==> config.mk <==
export PLATFORM = sky130hd
export DESIGN_NAME = shot_scoring_engine
export DESIGN_NICKNAME = d
export VERILOG_FILES = /design/src/rtl/shot_scoring_engine.sv
export SDC_FILE = /design/constraint.sdc
export NUM_CORES = 1
export LEC_CHECK = 0
export CAP_MARGIN = 15
export CELL_PAD_IN_SITES_DETAIL_PLACEMENT = 1
export CELL_PAD_IN_SITES_GLOBAL_PLACEMENT = 1
export CORE_MARGIN = 2
export CORE_UTILIZATION = 43
export CTS_CLUSTER_DIAMETER = 60
export DETAILED_ROUTE_END_ITERATION = 10
export PLACE_DENSITY_LB_ADDON = 0.15
export SYNTH_ARGS = -nofsm -noshare
export SYNTH_HDL_FRONTEND = slang
export SYNTH_SLANG_ARGS = --single-unit
==> constraint.sdc <==
create_clock -name clock -period 3.9 [get_ports clock]
set_input_delay 0.39 -clock clock [delete_from_list [all_inputs] [get_ports clock]]
set_output_delay 0.39 -clock clock [all_outputs]
set_load 0.1 [all_outputs]
==> src/rtl/shot_scoring_engine.sv <==
// Battleship shot scorer: validates a shot, then walks footprint plus ring over the ship map.
// Optional repeat-shot hit history is enabled by defining REPEAT_SHOT_FILTER_EN.
module shot_scoring_engine #(
  parameter int GRID       = 10,
  parameter int COORD_W    = 4,
  parameter int BIG_RADIUS = 1,
  parameter int BIG_BOMBS  = 2,
  parameter int SHIP_W     = 5,
  localparam int CNT_W = $clog2((2*BIG_RADIUS+1)**2+1),
  localparam int BL_W  = $clog2(BIG_BOMBS+1)
) (
  input  logic               clock,
  input  logic               reset_L,
  input  logic               newGame,
  input  logic               scoreThis,
  input  logic [COORD_W-1:0] X,
  input  logic [COORD_W-1:0] Y,
  input  logic               big,
  output logic               busy,
  output logic               done,
  output logic               somethingWrong,
  output logic               isHit,
  output logic               isNearMiss,
  output logic               isMiss,
  output logic [SHIP_W-1:0]  biggestShip,
  output logic [CNT_W-1:0]   numHit,
  output logic [BL_W-1:0]    bigLeft,
  output logic [COORD_W-1:0] mapX,
  output logic [COORD_W-1:0] mapY,
  input  logic [SHIP_W-1:0]  mapShip
);

  localparam int SW = COORD_W + 2;
  localparam logic signed [SW-1:0] ONE = SW'(1);
  localparam logic signed [SW-1:0] GS  = SW'(GRID);
  localparam logic [COORD_W-1:0]   GX  = COORD_W'(GRID);
  localparam logic [BL_W-1:0]      BLR = BL_W'(BIG_BOMBS);

  typedef enum logic [1:0] {IDLE, CHECK, SCAN, FIN} state_t;

  state_t state;
  logic [COORD_W-1:0] xl, yl;
  logic bl, wrong, near;
  logic signed [SW-1:0] dx, dy, lim, lim_c;
  logic signed [SW-1:0] cx, cy, ax, ay;
  logic [SHIP_W-1:0] acc, ship_ok;
  logic [CNT_W-1:0] cnt;
  logic bad, in_rng, foot, ring, hit, near_c, seen;

`ifdef REPEAT_SHOT_FILTER_EN
  localparam int HW = $clog2(GRID*GRID);
  logic [GRID*GRID-1:0] hist;
  logic [HW-1:0] idx;
  assign idx  = HW'(32'(cy - ONE) * GRID + 32'(cx - ONE));
  assign seen = in_rng && hist[idx];
`else
  assign seen = 1'b0;
`endif

  function automatic logic [SHIP_W-1:0] top_bit(input logic [SHIP_W-1:0] a);
    logic [SHIP_W-1:0] r;
    r = '0;
    for (int i = 0; i < SHIP_W; i++)
      if (a[i]) begin
        r = '0;
        r[i] = 1'b1;
      end
    return r;
  endfunction

  assign bad = (xl < COORD_W'(1)) || (xl > GX) ||
               (yl < COORD_W'(1)) || (yl > GX) ||
               (bl && bigLeft == '0);
  assign lim_c = bl ? SW'(BIG_RADIUS + 1) : ONE;

  // Offsets span -lim..lim; lim-1 is the footprint radius.
  assign cx = $signed({2'b00, xl}) + dx;
  assign cy = $signed({2'b00, yl}) + dy;
  assign ax = dx[SW-1] ? -dx : dx;
  assign ay = dy[SW-1] ? -dy : dy;
  assign in_rng  = (cx >= ONE) && (cx <= GS) && (cy >= ONE) && (cy <= GS);
  assign ship_ok = in_rng ? mapShip : '0;
  assign foot    = (ax < lim) && (ay < lim);
  assign ring    = (ax == lim) ^ (ay == lim);
  assign hit     = (state == SCAN) && foot && (|ship_ok) && !seen;
  assign near_c  = (state == SCAN) && ring && (|ship_ok);

  assign mapX = (state == SCAN) ? cx[COORD_W-1:0] : '0;
  assign mapY = (state == SCAN) ? cy[COORD_W-1:0] : '0;

  always_ff @(posedge clock or negedge reset_L) begin
    if (!reset_L) begin
      state <= IDLE;
      xl <= '0; yl <= '0; bl <= 1'b0;
      wrong <= 1'b0; near <= 1'b0;
      dx <= '0; dy <= '0; lim <= '0;
      acc <= '0; cnt <= '0;
      busy <= 1'b0; done <= 1'b0;
      somethingWrong <= 1'b0; isHit <= 1'b0;
      isNearMiss <= 1'b0; isMiss <= 1'b0;
      biggestShip <= '0; numHit <= '0;
      bigLeft <= BLR;
`ifdef REPEAT_SHOT_FILTER_EN
      hist <= '0;
`endif
    end else if (newGame) begin
      state <= IDLE;
      busy <= 1'b0; done <= 1'b0;
      somethingWrong <= 1'b0; isHit <= 1'b0;
      isNearMiss <= 1'b0; isMiss <= 1'b0;
      biggestShip <= '0; numHit <= '0;
      bigLeft <= BLR;
`ifdef REPEAT_SHOT_FILTER_EN
      hist <= '0;
`endif
    end else begin
      done <= 1'b0;
      unique case (state)
        IDLE: if (scoreThis) begin
          xl <= X; yl <= Y; bl <= big;
          busy <= 1'b1;
          somethingWrong <= 1'b0; isHit <= 1'b0;
          isNearMiss <= 1'b0; isMiss <= 1'b0;
          biggestShip <= '0; numHit <= '0;
          state <= CHECK;
        end
        CHECK: begin
          wrong <= bad;
          acc <= '0; cnt <= '0; near <= 1'b0;
          lim <= lim_c; dx <= -lim_c; dy <= -lim_c;
          if (bad) state <= FIN;
          else begin
            if (bl) bigLeft <= bigLeft - BL_W'(1);
            state <= SCAN;
          end
        end
        SCAN: begin
          if (hit) begin
            cnt <= cnt + CNT_W'(1);
            acc <= acc | ship_ok;
`ifdef REPEAT_SHOT_FILTER_EN
            hist[idx] <= 1'b1;
`endif
          end
          if (near_c) near <= 1'b1;
          if (dx == lim) begin
            dx <= -lim;
            if (dy == lim) state <= FIN;
            else dy <= dy + ONE;
          end else dx <= dx + ONE;
        end
        FIN: begin
          done <= 1'b1; busy <= 1'b0;
          somethingWrong <= wrong;
          if (!wrong) begin
            isHit <= (cnt != '0);
            isMiss <= (cnt == '0);
            isNearMiss <= near && (cnt == '0);
            biggestShip <= top_bit(acc);
            numHit <= cnt;
          end
          state <= IDLE;
        end
        default: state <= IDLE;
      endcase
    end
  end

endmodule
==> results.md, run 1 <==
* P per Cell Area at 896.9 mW/mm²
* Nets@finish at 461
* Worst IR Drop VDD at 0.7025 mV
* Htree depth at 2
* CP arrival at 3.68 ns
* # diodes at 0
* CTS tree: yes
* Reg2Reg Launch Point: dx[0]$_DFFE_PN0P_
* FF-to-FF path depth at 9
* GRT Total Usage at 22.15%
* Worst Skew at 0.01143 ns
* Max-cap violations at 0
* Cells after Synth at 375
* Clock latency on the worst-skew pair at 0.31 ns
* Layout cell share with drive strength beyond 1 at 8.873%
* Net count of the mapped netlist at 420
* CORE AREA at 0.007687 mm²
* CTS root buffer: clkbuf_8
* Largest net degree at the start of global routing at 35
* Synth cell count leaders: 52 x dfrtp_1, 40 x nand2_1, 35 x nor2_1
* Fmax at 0.2908 GHz
* Synth Register Bits at 53
* Final estimated routing congestion in global placement at 0.8918
* Most common cell in the synthesized netlist: dfrtp_1
* Slew HR at 34.99%
* Data required time of the critical path at 4.14 ns
* Most area-consuming cells after synthesis: dfrtp_1 39%, ha_1 9.3%, nand2_1 4.4%, nor2_1 3.9%, mux2_2 3.7%
* Status: finished, final reports clean
* Period utilization at 88.17%
* Row Count at 32
* Total gr overflow at 0
* Post-DRT Antenna Nets at 0
* Largest area contributor in the synthesized netlist: dfrtp_1
* Post-CTS Setup Inserts at 0
* Wire length per cell at 17.13 µm
* First-pass GRT wire length at 15.03 mm
* Yosys cell types at 50
* Initial cell density of the core at 43.95%
* Leakage power at 1.755 nW
* Seq/Total Area, Yosys at 39.30%
* CP Launch Point: dx[0]$_DFFE_PN0P_
* Final Setup Violations at 0
* Clock sinks at 53
* Design Power at 3.560 mW
* Final Max Slew Viols at 0
* Crit end category: flip-flop
* Chip Width at 92.64 µm
* Post-Route WL at 8.890 mm
* CTS Buf Count at 5
* Main synth FF type: dfrtp_1
* Drt pass-1 iters at 4
* Die height at 92.64 µm
* DRC Markers at 0
* Type of the worst min-delay path: in -> async
* Setup_tns at 0 ns
* Crit path launch type: flip-flop
* Critical Path Fanout Max at 9
* Buffers on Ports at 42
* CTS Buffer Depth at 2
* Worst Setup EP: cnt[0]$_DFFE_PN0P_
* Clk slew on worst S/H paths at 0.10 ns
* DP HPWL at 6.923 mm
* Fin. Hold Viols at 0
* Mean number of vias per cell at 5.528
* Initial antenna violation count at 0
* Worst Max-Slew Pin Slew at 0.9721 ns
* EDFF count, synth at 0
* Worst R2R Setup Slack at 0.46 ns
* Asr flop ratio synth at 100.0%
* Mapped Avg Cell Area at 9.009 µm²
* Yosys warns at 0
* Resized Gates After CTS at 0
* Final Critical Period at 3.439 ns
* Post-Synthesis Cell Area at 0.003378 mm²
* Hold buffers post-CTS at 0
* DRT iter0 DRCs at 78
* Die area at 0.008581 mm²
* Critical R2R Capture: cnt[0]$_DFFE_PN0P_
* Vias at 2869
* Vias in the first global route at 2973
* Crit Path Class: reg -> reg
* Top-area cell type share of the netlist area at 38.52%
* IO Count at 43
* Synth-to-Final Area Change at 17.48%
* Filler Cells Inserted at 918
* RSZ-0062 raised after global routing: false
-- area by class of cell --
cell class / count / area, µm² / share of cell area [%]
Sequential cell: 53 / 1328 / 33.45
Clock inverter: 2 / 15.01 / 0.3783
Tap cell: 102 / 127.6 / 3.216
Clock buffer: 6 / 72.57 / 1.828
Timing Repair Buffer: 46 / 425.4 / 10.72
Multi-Input combinational cell: 284 / 1903 / 47.95
Inverter: 26 / 97.59 / 2.459
-- worst min-delay path by stage --
stage	from	to	slack (ns)	cells after the start
2_1_floorplan	reset_L	acc[0]$_DFFE_PN0P_	0.09	0
3_3_place_gp	numHit[2]$_DFFE_PN0P_	numHit[2]$_DFFE_PN0P_	0.46	2
3_5_place_dp	numHit[2]$_DFFE_PN0P_	numHit[2]$_DFFE_PN0P_	0.47	2
4_1_cts	reset_L	numHit[2]$_DFFE_PN0P_	0.18	1
5_1_grt	reset_L	yl[0]$_DFFE_PN0P_	0.20	1
6_report	reset_L	yl[1]$_DFFE_PN0P_	0.15	1
-- cells by family (layout without fill, tap and decap cells) --
group / after synthesis / count (layout) / share of synthesized area [%]
compound gates: 89 / 89 / 16.74
simple gates: 136 / 136 / 19.78
xor+xnor: 14 / 14 / 3.630
fa+ha+maj: 27 / 27 / 10.44
buf+inv: 38 / 80 / 4.370
flops: 53 / 53 / 39.30
mux: 18 / 18 / 5.741
-- flip-flops by register name, indices dropped and copies added (netlist names), 2 cells and up --
signal       count
acc              5
bigLeft          2
biggestShip      5
cnt              4
dx               6
dy               6
lim              2
numHit           4
state            2
xl               4
yl               4
-- critical path, stage by stage, from the launching register on --
cell and delay [ns]:
dfrtp_1 0.47, ha_1 0.22, inv_1 0.07, fa_1 0.42
xnor2_1 0.49, o22ai_1 0.13, a221o_1 0.41, nor4_4 0.58
and3_1 0.37, mux2i_1 0.21
-- report_power, final --
part,leakage [nW],internal (mW),switching [mW]
logic,1.06,0.858,1.45
registers,0.657,0.692,0.241
clock network,0.0374,0.127,0.186
-- per-stage QoR --
| stage | hold WS [ns] | std cells | setup WS (ns) | cell area, µm² | util [%] |
|---|---|---|---|---|---|
| floorplan | 0.09441 | 375 | 0.2533 | 3378 | - |
| global placement | 0.4607 | 511 | 0.6975 | 3881 | 50.49 |
| detailed placement | 0.4715 | 511 | 0.4750 | 3881 | 50.49 |
| CTS | 0.1785 | 519 | 0.4549 | 3969 | 51.63 |
| global route | 0.2021 | 519 | 0.2302 | 3969 | 51.63 |
| finish | 0.1455 | 519 | 0.4615 | 3969 | 51.63 |
-- layer usage --
metal  vias up  GRT usage [%]  part of all wire (%)
li1       1399              -                     -
met3         7          3.255                   2.3
met4         0          4.289                  0.76
met5         -              0                     0
met2        33          39.54                    51
met1      1430          28.74                    46
-- layout by cell type (no fill, tap or decap), types with 7 or more instances in the layout --
master	count
dfrtp_1	52
nand2_1	40
nor2_1	35
clkdlybuf4s50_1	33
inv_1	25
ha_1	25
o21ai_0	22
a21oi_1	21
buf_4	12
mux2_2	11
nand2b_1	10
a31oi_1	10
xnor2_1	9
o31ai_1	9
nand3_1	9
nor3_1	7
mux2i_1	7
(Power assumes the default switching activity.)
==> run 2, diff against run 1 <==
- CTS_CLUSTER_SIZE: default -> 8
- GPL_TIMING_DRIVEN: default -> 0
==> run 2 against run 1 <==
The flow now finishes with violations (negative hold slack); register-to-register slack lost 0.02 ns; clock skew is 0.0011 ns lower; via count up 2.5%; combinational power rose by 2%; critical path type is now reg -> out; maximum frequency fell by 8.1%; total power increased by 2.7%; first-iteration DRC count up 27%; clock-buffer cell count unchanged; largest power group unchanged.
==> results.md, run 2 (synthesis gave the netlist of run 1 again) <==
* Design Power at 3.657 mW
* CTS Buffer Depth at 2
* Worst Setup EP: mapX[2]
* Final Critical Period at 3.742 ns
* Slew HR at 33.60%
* DRC Markers at 0
* Final Max Slew Viols at 0
* Crit end category: output port
* RSZ-0062 raised after global routing: false
* Biggest regs: dx (6), dy (6)
* # diodes at 0
* Failing checks: negative hold slack
* Sequential share of power at 24.5%
* DP HPWL at 6.798 mm
* Comb power frac at 64.3%
* DRT iter0 DRCs at 99
* Most frequent cells in the layout: 52 x dfrtp_1, 40 x nand2_1, 40 x clkdlybuf4s50_1
* Crit path launch type: flip-flop
* Post-DRT Antenna Nets at 0
* CTS Buf Count at 5
* Switching power total at 1.887 mW
* Die height at 92.64 µm
* Placed cells at 520
* Worst R2R Setup Slack at 0.44 ns
* Layout cell share with drive strength beyond 1 at 6.808%
* Clock latency on the worst-skew pair at 0.31 ns
* Leakage power at 1.788 nW
* Crit Path Class: reg -> out
* Fin. Hold Viols at 13
* Wire length per cell at 16.66 µm
* Nets@finish at 470
* Clock sinks at 53
* Max-cap violations at 0
* CP Launch Point: dx[0]$_DFFE_PN0P_
* Final estimated routing congestion in global placement at 0.8626
* CP arrival at 3.35 ns
* Synth-to-Final Area Change at 20.30%
* P_int at 1.769 mW
* Chip Width at 92.64 µm
* Final Setup Violations at 0
* Setup_tns at 0 ns
* Worst Skew at 0.01031 ns
* GRT Total Usage at 22.26%
* CTS tree: yes
* Largest net degree at the start of global routing at 40
* Vias at 2940
* Clock power share at 11.2%
* Status: complete, but fails checks
* Critical R2R Capture: cnt[1]$_DFFE_PN0P_
* Commonest non-fill, non-tap cell in the layout: dfrtp_1
* Worst IR Drop VDD at 0.7969 mV
* Hold buffers post-CTS at 0
* Period utilization at 95.96%
* Initial cell density of the core at 43.95%
* FF-to-FF path depth at 10
* CORE AREA at 0.007687 mm²
* IO Count at 43
* Mean number of vias per cell at 5.568
* Initial antenna violation count at 0
* Hold WS at -0.01103 ns
* First-pass GRT wire length at 15.40 mm
* Row Count at 32
* Switching share of power at 51.61%
* Fmax at 0.2672 GHz
* Htree depth at 2
* Post-Route WL at 8.796 mm
* Die area at 0.008581 mm²
* P per Cell Area at 899.8 mW/mm²
* Buffers on Ports at 42
* Vias in the first global route at 3104
* CTS root buffer: clkbuf_8
* Drt pass-1 iters at 4
* Clk slew on worst S/H paths at 0.11 ns
* Worst Max-Slew Pin Slew at 0.9929 ns
* Type of the worst min-delay path: in -> async
* Critical Path Fanout Max at 8
* Total gr overflow at 0
* Data required time of the critical path at 3.51 ns
* Non-filler cells, final at 528
* Reg2Reg Launch Point: dx[0]$_DFFE_PN0P_
==> run 2: changes by cell type in the layout (fill, tap and decap cells not counted), sizes merged <==
cell	previous run	this run
clkbuf	6	16
bufinv	0	1
dlymetal6s2s	0	1
buf	13	4
clkdlybuf4s50	33	40
clkinvlp	2	1
==> run 2: worst min path at each step <==
stage,from,to,depth (start not counted)
2_1_floorplan,reset_L,acc[0]$_DFFE_PN0P_,0
3_3_place_gp,biggestShip[4]$_DFFE_PN0P_,biggestShip[4]$_DFFE_PN0P_,2
3_5_place_dp,reset_L,busy$_DFFE_PN0P_,1
4_1_cts,reset_L,busy$_DFFE_PN0P_,1
5_1_grt,reset_L,busy$_DFFE_PN0P_,1
6_report,reset_L,busy$_DFFE_PN0P_,1
==> run 2: layout make-up <==
| cell class | count | area [µm²] |
|---|---|---|
| Buffer | 12 | 50.05 |
| Tap cell | 102 | 127.6 |
| Multi-Input combinational cell | 284 | 1903 |
| Sequential cell | 53 | 1328 |
| Inverter | 26 | 97.59 |
| Timing Repair Buffer | 43 | 437.9 |
| Fill cell | 918 | 3623 |
| Clock inverter | 2 | 37.54 |
| Clock buffer | 6 | 82.58 |
==> run 2: worst max-delay path, cell delays in order, from the launching register on <==
cell and delay (ns):
dfrtp_1 0.54, ha_1 0.23, inv_1 0.06, fa_1 0.43, xnor2_1 0.46, and2_1 0.20, clkdlybuf4s50_1 1.13
==> run 2: what timing repair did <==
item                       CTS  global route
buffers inserted             0             0
setup endpoints to repair    0             1
resized for setup            0             1
==> run 2: power groups by stage <==
stage          Sequential (mW)  Clock [mW]  Combinational, mW
6_report                 0.897       0.408               2.35
5_1_grt                  0.925       0.434               2.62
4_1_cts                  0.893       0.415               2.36
3_5_place_dp             0.904           0               2.34
3_3_place_gp             0.897           0               2.25
2_1_floorplan            0.917           0               1.75
==> run 2: per-stage QoR <==
step	utilization, %	area [µm²]	setup WS [ns]
6_report	52.86	4064	0.1575
5_1_grt	52.86	4064	0.04411
4_1_cts	52.83	4061	0.1605
3_5_place_dp	51.27	3941	0.4861
3_3_place_gp	51.07	3926	0.5030
2_1_floorplan	-	3378	0.2533
==> run 2: routing by layer <==
metal	track usage [%]	wire length, µm	share of wire (%)
met1	29.02	3929	45
met3	2.441	174	2.0
met2	40.21	4619	53
met5	0	0	0
met4	4.289	72	0.82
==> variant, RTL diff (config.mk and constraints of run 2) <==
Set the parameter `COORD_W` to 5 (it was 4).
--- a/src/rtl/shot_scoring_engine.sv
+++ b/src/rtl/shot_scoring_engine.sv
@@ -3,5 +3,5 @@
 module shot_scoring_engine #(
   parameter int GRID       = 10,
-  parameter int COORD_W    = 4,
+  parameter int COORD_W    = 5,
   parameter int BIG_RADIUS = 1,
   parameter int BIG_BOMBS  = 2,
Interface: changed (resized X, Y, mapX and mapY); port bits go from 43 to 47. No check against the original RTL was run, so the function may have changed too.
==> variant against run 2 <==
Register-to-register slack better by 0.19 ns. Total power up 15%. Sequential share of layout area down 1.7 points. Routed wire length up 15%. Area after synthesis up 12%. Clock power up 28%. Die area up 12%. Setup slack better by 0.26 ns. Combinational power up 15%. Sequential cell count up 4. Cell area up 13%. Critical path depth down 1. Clock skew down 0.0017 ns. Via count up 11%. Largest cell class unchanged. Highest routed layer unchanged.
==> variant: results <==
export IMPL_cp_slowest_stage_delay_ns=1.16
export IMPL_fill_cells=997
export IMPL_min_path_type="in -> async"
export IMPL_async_flop_share_pct=100.0
export IMPL_grt_pass1_wl_um=17130
export IMPL_grt_util_all_layers_pct=22.22
export IMPL_cts_path_max_buffers=2
export IMPL_dpl_cell_count=566
export IMPL_dp_hpwl_um=7732
export IMPL_gp_congestion=0.8114
export IMPL_insertion_delay_ns=0.34
export IMPL_yosysUniqueCellTypes=64
export IMPL_ys_seq_area_share_pct=37.63
export IMPL_nets=518
export IMPL_reg_largest_list="dx (7), dy (7)"
export IMPL_synthTopCellsByArea="dfrtp_1 37%, ha_1 8.9%, nand2_1 4.0%"
export IMPL_leakage_uw=0.002123
export IMPL_cp_arrival_ns=3.09
export IMPL_crit_fanout=10
export IMPL_grt_pass1_vias=3487
export IMPL_maxCapViolCount=0
export IMPL_worstReg2RegStart="dy[0]"
export IMPL_drive_gt1_share_pct=10.55
export IMPL_grt_max_degree=31
export IMPL_place_ws_ns=0.4477
export IMPL_status="complete, no violations"
export IMPL_routedWlPerCell_um=17.43
export IMPL_syn_area_per_cell_um2=9.230
export IMPL_h_tree_depth=3
export IMPL_viasPerCell=5.625
export IMPL_firstDrtPassIters=4
export IMPL_drt_iter0_drc=102
export IMPL_worst_slew_pin_slew_ns=0.9750
export IMPL_irDropWorstVdd_mv=0.7099
export IMPL_yosysWarningCount=0
export IMPL_critPathSlowestCell="clkdlybuf4s50_1"
export IMPL_cts_inserted_buffers=9
export IMPL_finClkSkew_ns=0.008572
export IMPL_cts_reportedPaths_clkPinSlew_ns=0.07
export IMPL_critPathLaunch="state[0]"
export IMPL_antenna_found_initial=0
export IMPL_synth_common_cells="56 x dfrtp_1, 40 x nand2_1, 27 x ha_1, 27 x inv_1, 26 x o21ai_0"
export IMPL_antenna_cells=0
export IMPL_wl_um=10150
export IMPL_synth_fp_nets=460
export IMPL_portBuffers=46
export IMPL_cp_top_family="buffers and inverters"
export IMPL_root_buffer="clkbuf_8"
-- variant: cell types whose count changed after synthesis, moves of 4 or more --
cell,delta
clkbuf_1,+4
a21oi_1,-4
a31oi_1,-5
a22o_1,+5
o21ai_0,+4
dfrtp_1,+4
nor2_1,-11
buf_2,+4
-- variant: final cells by class --
class                   count  area share, %
repair buffers             47          10.76
clock inverters             5         0.6520
multi-input cells         307          47.32
flip-flops and latches     57          31.00
plain buffers              20          1.847
clock buffers              11          3.287
well taps                 108          2.934
inverters                  27          2.200
-- variant: stage by stage --
step / hold WS, ns / instance area, um2 / total power (uW)
finish: 0.08391 / 4606 / 4199
global route: 0.1393 / 4606 / 4540
CTS: 0.1036 / 4586 / 4223
detailed placement: 0.4708 / 4404 / 3670
global placement: 0.4610 / 4389 / 3558
floorplan: 0.09441 / 3794 / 2995
-- variant: cells by family (layout without fill, tap and decap cells) --
kind of cell | after synthesis | after routing | synth area share [%]
simple gates | 136 | 136 | 19.03
buf+inv | 47 | 110 | 4.914
xor+xnor | 17 | 17 | 3.925
flops | 57 | 57 | 37.63
mux | 22 | 22 | 6.234
fa+ha+maj | 29 | 29 | 9.960
compound gates | 103 | 103 | 18.31
-- variant: report_power, final --
part	internal, uW	switching, uW	total (uW)
logic	1040	1660	2700
registers	756	220	976
clock network	262	261	523
-- variant: path summary, 6_finish.rpt --
path / slack [ns] / depth (start not counted) / to
worst min-delay path: 0.08 / 1 / bigLeft[0]
worst max-delay path: 0.42 / 5 / mapY[1]
worst min register to register: 0.48 / 2 / numHit[0]
worst max register to register: 0.63 / 11 / cnt[2]
min in group clock: 0.48 / 2 / numHit[0]
max in group asynchronous: 3.20 / 2 / cnt[0]
-- variant: layer usage --
layer / vias up / GRT usage (%) / share of wire [%]
li1: 1585 / - / -
met1: 1621 / 27.73 / 45
met2: 56 / 38.72 / 50
met3: 12 / 3.221 / 3.7
met4: 0 / 8.761 / 1.5
met5: - / 0 / 0
-- variant: repair_timing --
item	4_1_cts	5_1_grt
setup endpoints to repair	0	8
buffers inserted	0	0
resized for setup	0	8
hold buffers	0	0
